`src/rtl/load_store_unit.sv`:
```
// Multi-cycle load/store stage: drives a valid/ready data-memory port, aligns and extends
// load data, and flags misaligned or illegal accesses without touching memory.
module load_store_unit #(
   parameter int unsigned REGISTER_WIDTH = 32,
   parameter int unsigned REG_ADDR_WIDTH = 5
) (
   input  logic                      i_clk,
   input  logic                      i_rst,
   input  logic                      i_req_valid,
   output logic                      o_req_ready,
   input  logic                      i_req_is_store,
   input  logic [2:0]                i_req_funct3,
   input  logic [REGISTER_WIDTH-1:0] i_req_address,
   input  logic [REGISTER_WIDTH-1:0] i_req_store_data,
   input  logic [REG_ADDR_WIDTH-1:0] i_req_rd,
   output logic                      o_mem_valid,
   input  logic                      i_mem_ready,
   output logic [REGISTER_WIDTH-1:0] o_mem_address,
   output logic                      o_mem_write_en,
   output logic [3:0]                o_mem_byte_en,
   output logic [REGISTER_WIDTH-1:0] o_mem_write_data,
   input  logic [REGISTER_WIDTH-1:0] i_mem_read_data,
   input  logic                      i_mem_read_valid,
   output logic                      o_result_valid,
   output logic [REG_ADDR_WIDTH-1:0] o_result_rd,
   output logic [REGISTER_WIDTH-1:0] o_result_data,
   output logic                      o_store_done,
   output logic                      o_fault,
   output logic                      o_stall
);

   typedef enum logic [1:0] {StIdle, StMemReq, StWaitRd, StResp} state_t;

   state_t                    r_state;
   logic                      r_req_ready;
   logic                      r_mem_valid;
   logic [REGISTER_WIDTH-1:0] r_mem_address;
   logic                      r_mem_write_en;
   logic [3:0]                r_mem_byte_en;
   logic [REGISTER_WIDTH-1:0] r_mem_write_data;
   logic                      r_result_valid;
   logic [REG_ADDR_WIDTH-1:0] r_result_rd;
   logic [REGISTER_WIDTH-1:0] r_result_data;
   logic                      r_store_done;
   logic                      r_fault;
   logic                      r_is_store;
   logic [2:0]                r_funct3;
   logic [1:0]                r_off;
   logic [REG_ADDR_WIDTH-1:0] r_rd;

   logic                      w_legal;
   logic                      w_aligned;
   logic [3:0]                w_byte_en;
   logic [REGISTER_WIDTH-1:0] w_write_data;
   logic [REGISTER_WIDTH-1:0] w_shifted;
   logic [REGISTER_WIDTH-1:0] w_load_value;

   always_comb begin
      w_legal = 1'b0;
      case (i_req_funct3)
         3'b000, 3'b001, 3'b010: w_legal = 1'b1;
         3'b100, 3'b101:         w_legal = !i_req_is_store;
         default:                w_legal = 1'b0;
      endcase
   end

   always_comb begin
      w_aligned = 1'b1;
      case (i_req_funct3[1:0])
         2'b01:   w_aligned = !i_req_address[0];
         2'b10:   w_aligned = (i_req_address[1:0] == 2'b00);
         default: w_aligned = 1'b1;
      endcase
   end

   // Stores replicate the datum across lanes; byte enables select the target lanes.
   always_comb begin
      w_byte_en    = 4'b0000;
      w_write_data = '0;
      if (i_req_is_store) begin
         case (i_req_funct3[1:0])
            2'b00: begin
               w_byte_en    = 4'b0001 << i_req_address[1:0];
               w_write_data = {4{i_req_store_data[7:0]}};
            end
            2'b01: begin
               w_byte_en    = 4'b0011 << i_req_address[1:0];
               w_write_data = {2{i_req_store_data[15:0]}};
            end
            default: begin
               w_byte_en    = 4'b1111;
               w_write_data = i_req_store_data;
            end
         endcase
      end
   end

   assign w_shifted = i_mem_read_data >> {r_off, 3'b000};

   always_comb begin
      w_load_value = w_shifted;
      case (r_funct3)
         3'b000:  w_load_value = {{24{w_shifted[7]}}, w_shifted[7:0]};
         3'b001:  w_load_value = {{16{w_shifted[15]}}, w_shifted[15:0]};
         3'b100:  w_load_value = {24'b0, w_shifted[7:0]};
         3'b101:  w_load_value = {16'b0, w_shifted[15:0]};
         default: w_load_value = w_shifted;
      endcase
   end

   always_ff @(posedge i_clk) begin
      if (!i_rst) begin
         r_state          <= StIdle;
         r_req_ready      <= 1'b1;
         r_mem_valid      <= 1'b0;
         r_mem_address    <= '0;
         r_mem_write_en   <= 1'b0;
         r_mem_byte_en    <= 4'b0000;
         r_mem_write_data <= '0;
         r_result_valid   <= 1'b0;
         r_result_rd      <= '0;
         r_result_data    <= '0;
         r_store_done     <= 1'b0;
         r_fault          <= 1'b0;
         r_is_store       <= 1'b0;
         r_funct3         <= 3'b000;
         r_off            <= 2'b00;
         r_rd             <= '0;
      end else begin
         case (r_state)
            StIdle: begin
               if (i_req_valid) begin
                  r_is_store  <= i_req_is_store;
                  r_funct3    <= i_req_funct3;
                  r_off       <= i_req_address[1:0];
                  r_rd        <= i_req_rd;
                  r_req_ready <= 1'b0;
                  if (w_legal && w_aligned) begin
                     r_state          <= StMemReq;
                     r_mem_valid      <= 1'b1;
                     r_mem_address    <= {i_req_address[REGISTER_WIDTH-1:2], 2'b00};
                     r_mem_write_en   <= i_req_is_store;
                     r_mem_byte_en    <= w_byte_en;
                     r_mem_write_data <= w_write_data;
                  end else begin
                     r_state <= StResp;
                     r_fault <= 1'b1;
                  end
               end
            end
            StMemReq: begin
               if (i_mem_ready) begin
                  r_mem_valid      <= 1'b0;
                  r_mem_address    <= '0;
                  r_mem_write_en   <= 1'b0;
                  r_mem_byte_en    <= 4'b0000;
                  r_mem_write_data <= '0;
                  if (r_is_store) begin
                     r_state      <= StResp;
                     r_store_done <= 1'b1;
                  end else begin
                     r_state <= StWaitRd;
                  end
               end
            end
            StWaitRd: begin
               if (i_mem_read_valid) begin
                  r_state        <= StResp;
                  r_result_valid <= 1'b1;
                  r_result_rd    <= r_rd;
                  r_result_data  <= w_load_value;
               end
            end
            StResp: begin
               r_state        <= StIdle;
               r_result_valid <= 1'b0;
               r_result_rd    <= '0;
               r_result_data  <= '0;
               r_store_done   <= 1'b0;
               r_fault        <= 1'b0;
               r_req_ready    <= 1'b1;
            end
            default: r_state <= StIdle;
         endcase
      end
   end

   assign o_req_ready      = r_req_ready;
   assign o_stall          = !r_req_ready;
   assign o_mem_valid      = r_mem_valid;
   assign o_mem_address    = r_mem_address;
   assign o_mem_write_en   = r_mem_write_en;
   assign o_mem_byte_en    = r_mem_byte_en;
   assign o_mem_write_data = r_mem_write_data;
   assign o_result_valid   = r_result_valid;
   assign o_result_rd      = r_result_rd;
   assign o_result_data    = r_result_data;
   assign o_store_done     = r_store_done;
   assign o_fault          = r_fault;

endmodule

```
`config.mk`:
```
export PLATFORM = sky130hd
export DESIGN_NAME = load_store_unit
export DESIGN_NICKNAME = d
export VERILOG_FILES = /design/src/rtl/load_store_unit.sv
export SDC_FILE = /design/constraint.sdc
export NUM_CORES = 1
export LEC_CHECK = 0
export ABC_CLOCK_PERIOD_IN_PS = 5190
export CAP_MARGIN = 20
export CORE_MARGIN = 2
export CORE_UTILIZATION = 35
export DETAILED_ROUTE_END_ITERATION = 8
export GPL_ROUTABILITY_DRIVEN = 0
export GPL_TIMING_DRIVEN = 0
export PLACE_DENSITY = 0.68
export SLEW_MARGIN = 20
export SYNTH_ARGS = -nofsm -noshare
export SYNTH_HDL_FRONTEND = slang
export SYNTH_SLANG_ARGS = --single-unit
export TNS_END_PERCENT = 20
```
`constraint.sdc`:
```
create_clock -name i_clk -period 5.19 [get_ports i_clk]
set_input_delay 1.038 -clock i_clk [delete_from_list [all_inputs] [get_ports i_clk]]
set_output_delay 1.038 -clock i_clk [all_outputs]
set_load 0.005 [all_outputs]
```
==> impl_results.md <==
- CP max FO: 10
- Worst-path clk slew: about 0.06 ns
- Pleak: slightly above 3 nW
- Multi-input logic area: between 0.002 and 0.003 sq mm
- FILL cells: about 1200
- Peak Freq: around 300 MHz
- Total CTS buffers: 17
- R2R Setup Slk: 2.64 ns
- CTS tree: done
- Setup Skew: between 0.01 and 0.015 ns
- Most frequent CP cell: clkbuf_1
- CP Capture Type: flop
- Ys flop type: dfxtp_1
- PortBufs: approximately 220
- Max VDD drop: 0.224 mV
- # Post-CTS Setup Buffers: 0
- Post-synth top area share: 0.461
- Area grow syn2layout: 57.6%
- Hold Path Class: flop to flop
- Sequential cell area: between 0.002 and 0.0025 sq mm
- Relative slew slack: 0.439
- Final Slew Violations: 0
- Max_cap viols: 0
- Die ar.: 0.0161 sq mm
- Routed Antenna Nets: 0
- CTS Hold Bufs: 0
- WP data arrival: 3.65 ns
- Dominant cell type by area after synthesis: dfxtp_1
- Bufs on Longest Clock Path: 2
- First-pass GRT wire length: between 20000 and 30000 microns
- Latest clock arrival within the worst-skew pair: 0.42 ns
- Residual DRC count: 0
- Root Driver: clkbuf_16
- Power per Cell Area: ~370 mW/mm^2
- Synth unique cells: 47
- Post-synthesis average cell area: between 10 and 15 sq um
- Final setup TNS: 0 ns
- Largest net degree at the start of global routing: 17
- Number of synthesized flops with an enable pin: 0
- Detailed placement HPWL: approximately 13000 microns
- Utilization after layout: 0.570
- DIE HEIGHT: around 130 microns
- Initial DRC count: 230
- Pin slew with the least headroom to its limit: ~0.84 ns
- Final #Nets: between 800 and 900
- Place WS: ~1.4 ns
- DR pass1 iterations: 5
- Final setup viols: 0
- Core Footprint: ~0.015 sq mm
- FP Rows: 44
- Vias in the first global route: 5257
- Initial antenna violation count: 0
- Worst path required time: about 5.5 ns
- Fin crit period: about 3.3 ns
- Syn Inst Count: approximately 500
- Overall routing resource usage: 0.217
- H-tree levels: 4
- Initial core utilization: 0.362
- Post_cts resized: 0
- Slowest CP cell: nor2_1
- Routed wire per std cell: 18.6 microns
- I/O pins: 222
- Yosys warns: 0
- Vias: between 5000 and 6000
- TritonCTS Sinks: around 120
- Hold Fails Final Rpt: 0
- Post-synth ARST share: 0
- Share of layout cells above drive strength 1: 0.116
- Die boundary width: about 130 microns
- Worst Setup Path Type: primary input to flop
- Critical path, cell by cell: clkdlybuf4s50_1, inv_1, ha_1, clkbuf_1, nor2_1, clkbuf_1, mux2i_1, o2bb2ai_2
- Grt total ovfl: 0
- Routed vias/inst: 5.33
- Startpoint class of the critical path: primary input
- Worst stage delay on the critical path: 0.72 ns
- Synth area leaders: dfxtp_1 46%, a22o_1 6.4%, o2bb2ai_2 5.7%, a22oi_1 4.4%, mux4_2 3.8%
- N_diodes: 0
- Share of the yosys chip area belonging to registers: 0.461
- Synth Cell Area: ~0.0053 sq mm
- Final setup margin: 1.85 ns
- Final wirelength: 17500 microns
- Flop and latch count out of synthesis: between 100 and 150
- Ratio of final minimum period to clock period: 0.644
- RSZ-0062 raised after global routing: no
- Status: complete, no violations
==> path summary, 6_finish.rpt <==
path,startpoint,to,depth (start not counted)
setup reg to reg,r_state[0]$_SDFFE_PN0P_,o_mem_write_data[20]$_SDFFE_PN0P_,8
hold / removal,r_rd[4]$_SDFFE_PN0P_,r_rd[4]$_SDFFE_PN0P_,2
setup / recovery,i_req_funct3[1],o_mem_write_data[22]$_SDFFE_PN0P_,8
hold reg to reg,r_rd[4]$_SDFFE_PN0P_,r_rd[4]$_SDFFE_PN0P_,2
==> cell families after synthesis <==
| group | count (synthesis) | synth area share |
|---|---|---|
| other | 1 | 0.000708 |
| DFF | 122 | 0.461 |
| muxes | 35 | 0.0890 |
| and+or+nand+nor | 89 | 0.0855 |
| adders and majority gates | 7 | 0.0165 |
| AOI/OAI and AO/OA | 198 | 0.302 |
| buffers and inverters | 55 | 0.0458 |
==> cell usage after synthesis, types with 2 or more instances <==
library cell / count
and3b_1: 2
dfxtp_1: 122
nor2b_1: 2
o221a_2: 2
mux2i_1: 19
a21o_1: 2
a21oi_1: 38
and3_1: 2
buf_1: 6
mux4_2: 9
o21ai_0: 17
o2bb2ai_2: 20
buf_6: 2
a22o_1: 39
a22oi_1: 31
inv_1: 9
buf_4: 3
and2_0: 2
nand2b_1: 6
or2_2: 2
o2bb2ai_1: 13
nor3b_1: 5
buf_2: 8
mux2_2: 7
nand2_1: 38
a31oi_1: 4
a32o_1: 11
clkbuf_1: 26
o21bai_1: 16
nand3_1: 4
ha_1: 7
nor2_1: 18
==> layout by cell type, fill, tap and decap left out, drive strengths merged, types with 3 or more instances in the layout <==
cell           synthesis  routed
bufinv                 0       4
a31oi                  4       4
nand2                 38      38
dfxtp                122     122
clkbuf                26      45
a21oi                 38      38
nor3b                  6       6
nor2                  18      18
buf                   19      19
a22oi                 31      31
ha                     7       7
a22o                  39      39
mux2                   7       7
o21bai                16      16
mux4                   9       9
nand3                  4       4
o2bb2ai               33      33
mux2i                 19      19
clkinv                 1       8
and2                   3       3
nand2b                 6       6
clkdlybuf4s50          0     218
o21ai                 17      17
inv                    9      10
a32o                  11      11
==> power by group <==
group,total (mW),internal [mW],switching [mW],leakage [nW]
Clock,1.26,0.820,0.440,0.308
Combinational,0.766,0.383,0.383,1.75
Sequential,1.09,1.03,0.0611,0.988
==> final cells by class <==
class / count / area share
sequential: 122 / 0.292
multi-input combinational: 331 / 0.314
clock inverter: 13 / 0.0232
clock buffer: 19 / 0.0530
inverter: 10 / 0.00449
tap: 184 / 0.0276
timing repair buffer: 218 / 0.261
buffer: 45 / 0.0246
==> sequential cells by signal (all words and copies together) (netlist names) <==
| register | cells |
|---|---|
| o_mem_address | 30 |
| o_mem_byte_en | 4 |
| o_store_done | 1 |
| r_off | 2 |
| o_result_data | 32 |
| r_rd | 5 |
| o_result_rd | 5 |
| r_state | 2 |
| o_mem_write_en | 1 |
| o_req_ready | 1 |
| r_is_store | 1 |
| r_funct3 | 3 |
| o_mem_valid | 1 |
| o_fault | 1 |
| o_result_valid | 1 |
| o_mem_write_data | 32 |
==> routing by layer <==
metal	GRT usage	vias to the layer above	share of wire
li1	-	2392	-
met2	0.366	211	0.48
met3	0.0976	24	0.099
met5	0	-	0
met1	0.245	2394	0.40
met4	0.0743	0	0.015
==> stage by stage <==
stage          power (mW)  std cells  hold WS [ns]  area, sq um
2_1_floorplan        1.51        508         0.432         5300
3_3_place_gp         1.85        910         0.441         7720
3_5_place_dp         1.87        910         0.446         7720
4_1_cts              3.13        942         0.456         8350
5_1_grt              3.26        942         0.473         8350
6_report             3.12        942         0.455         8350
==> worst max-delay path: cells and delay by family <==
kind / cells / cell delay (ns)
adder cells (fa/ha/maj): 1 / 0.21
AO/OA/AOI/OAI: 1 / 0.06
buffers and inverters: 4 / 1.31
multiplexers: 1 / 0.29
AND/OR/NAND/NOR: 1 / 0.72
No activity file was read; power rests on OpenSTA's default activity.
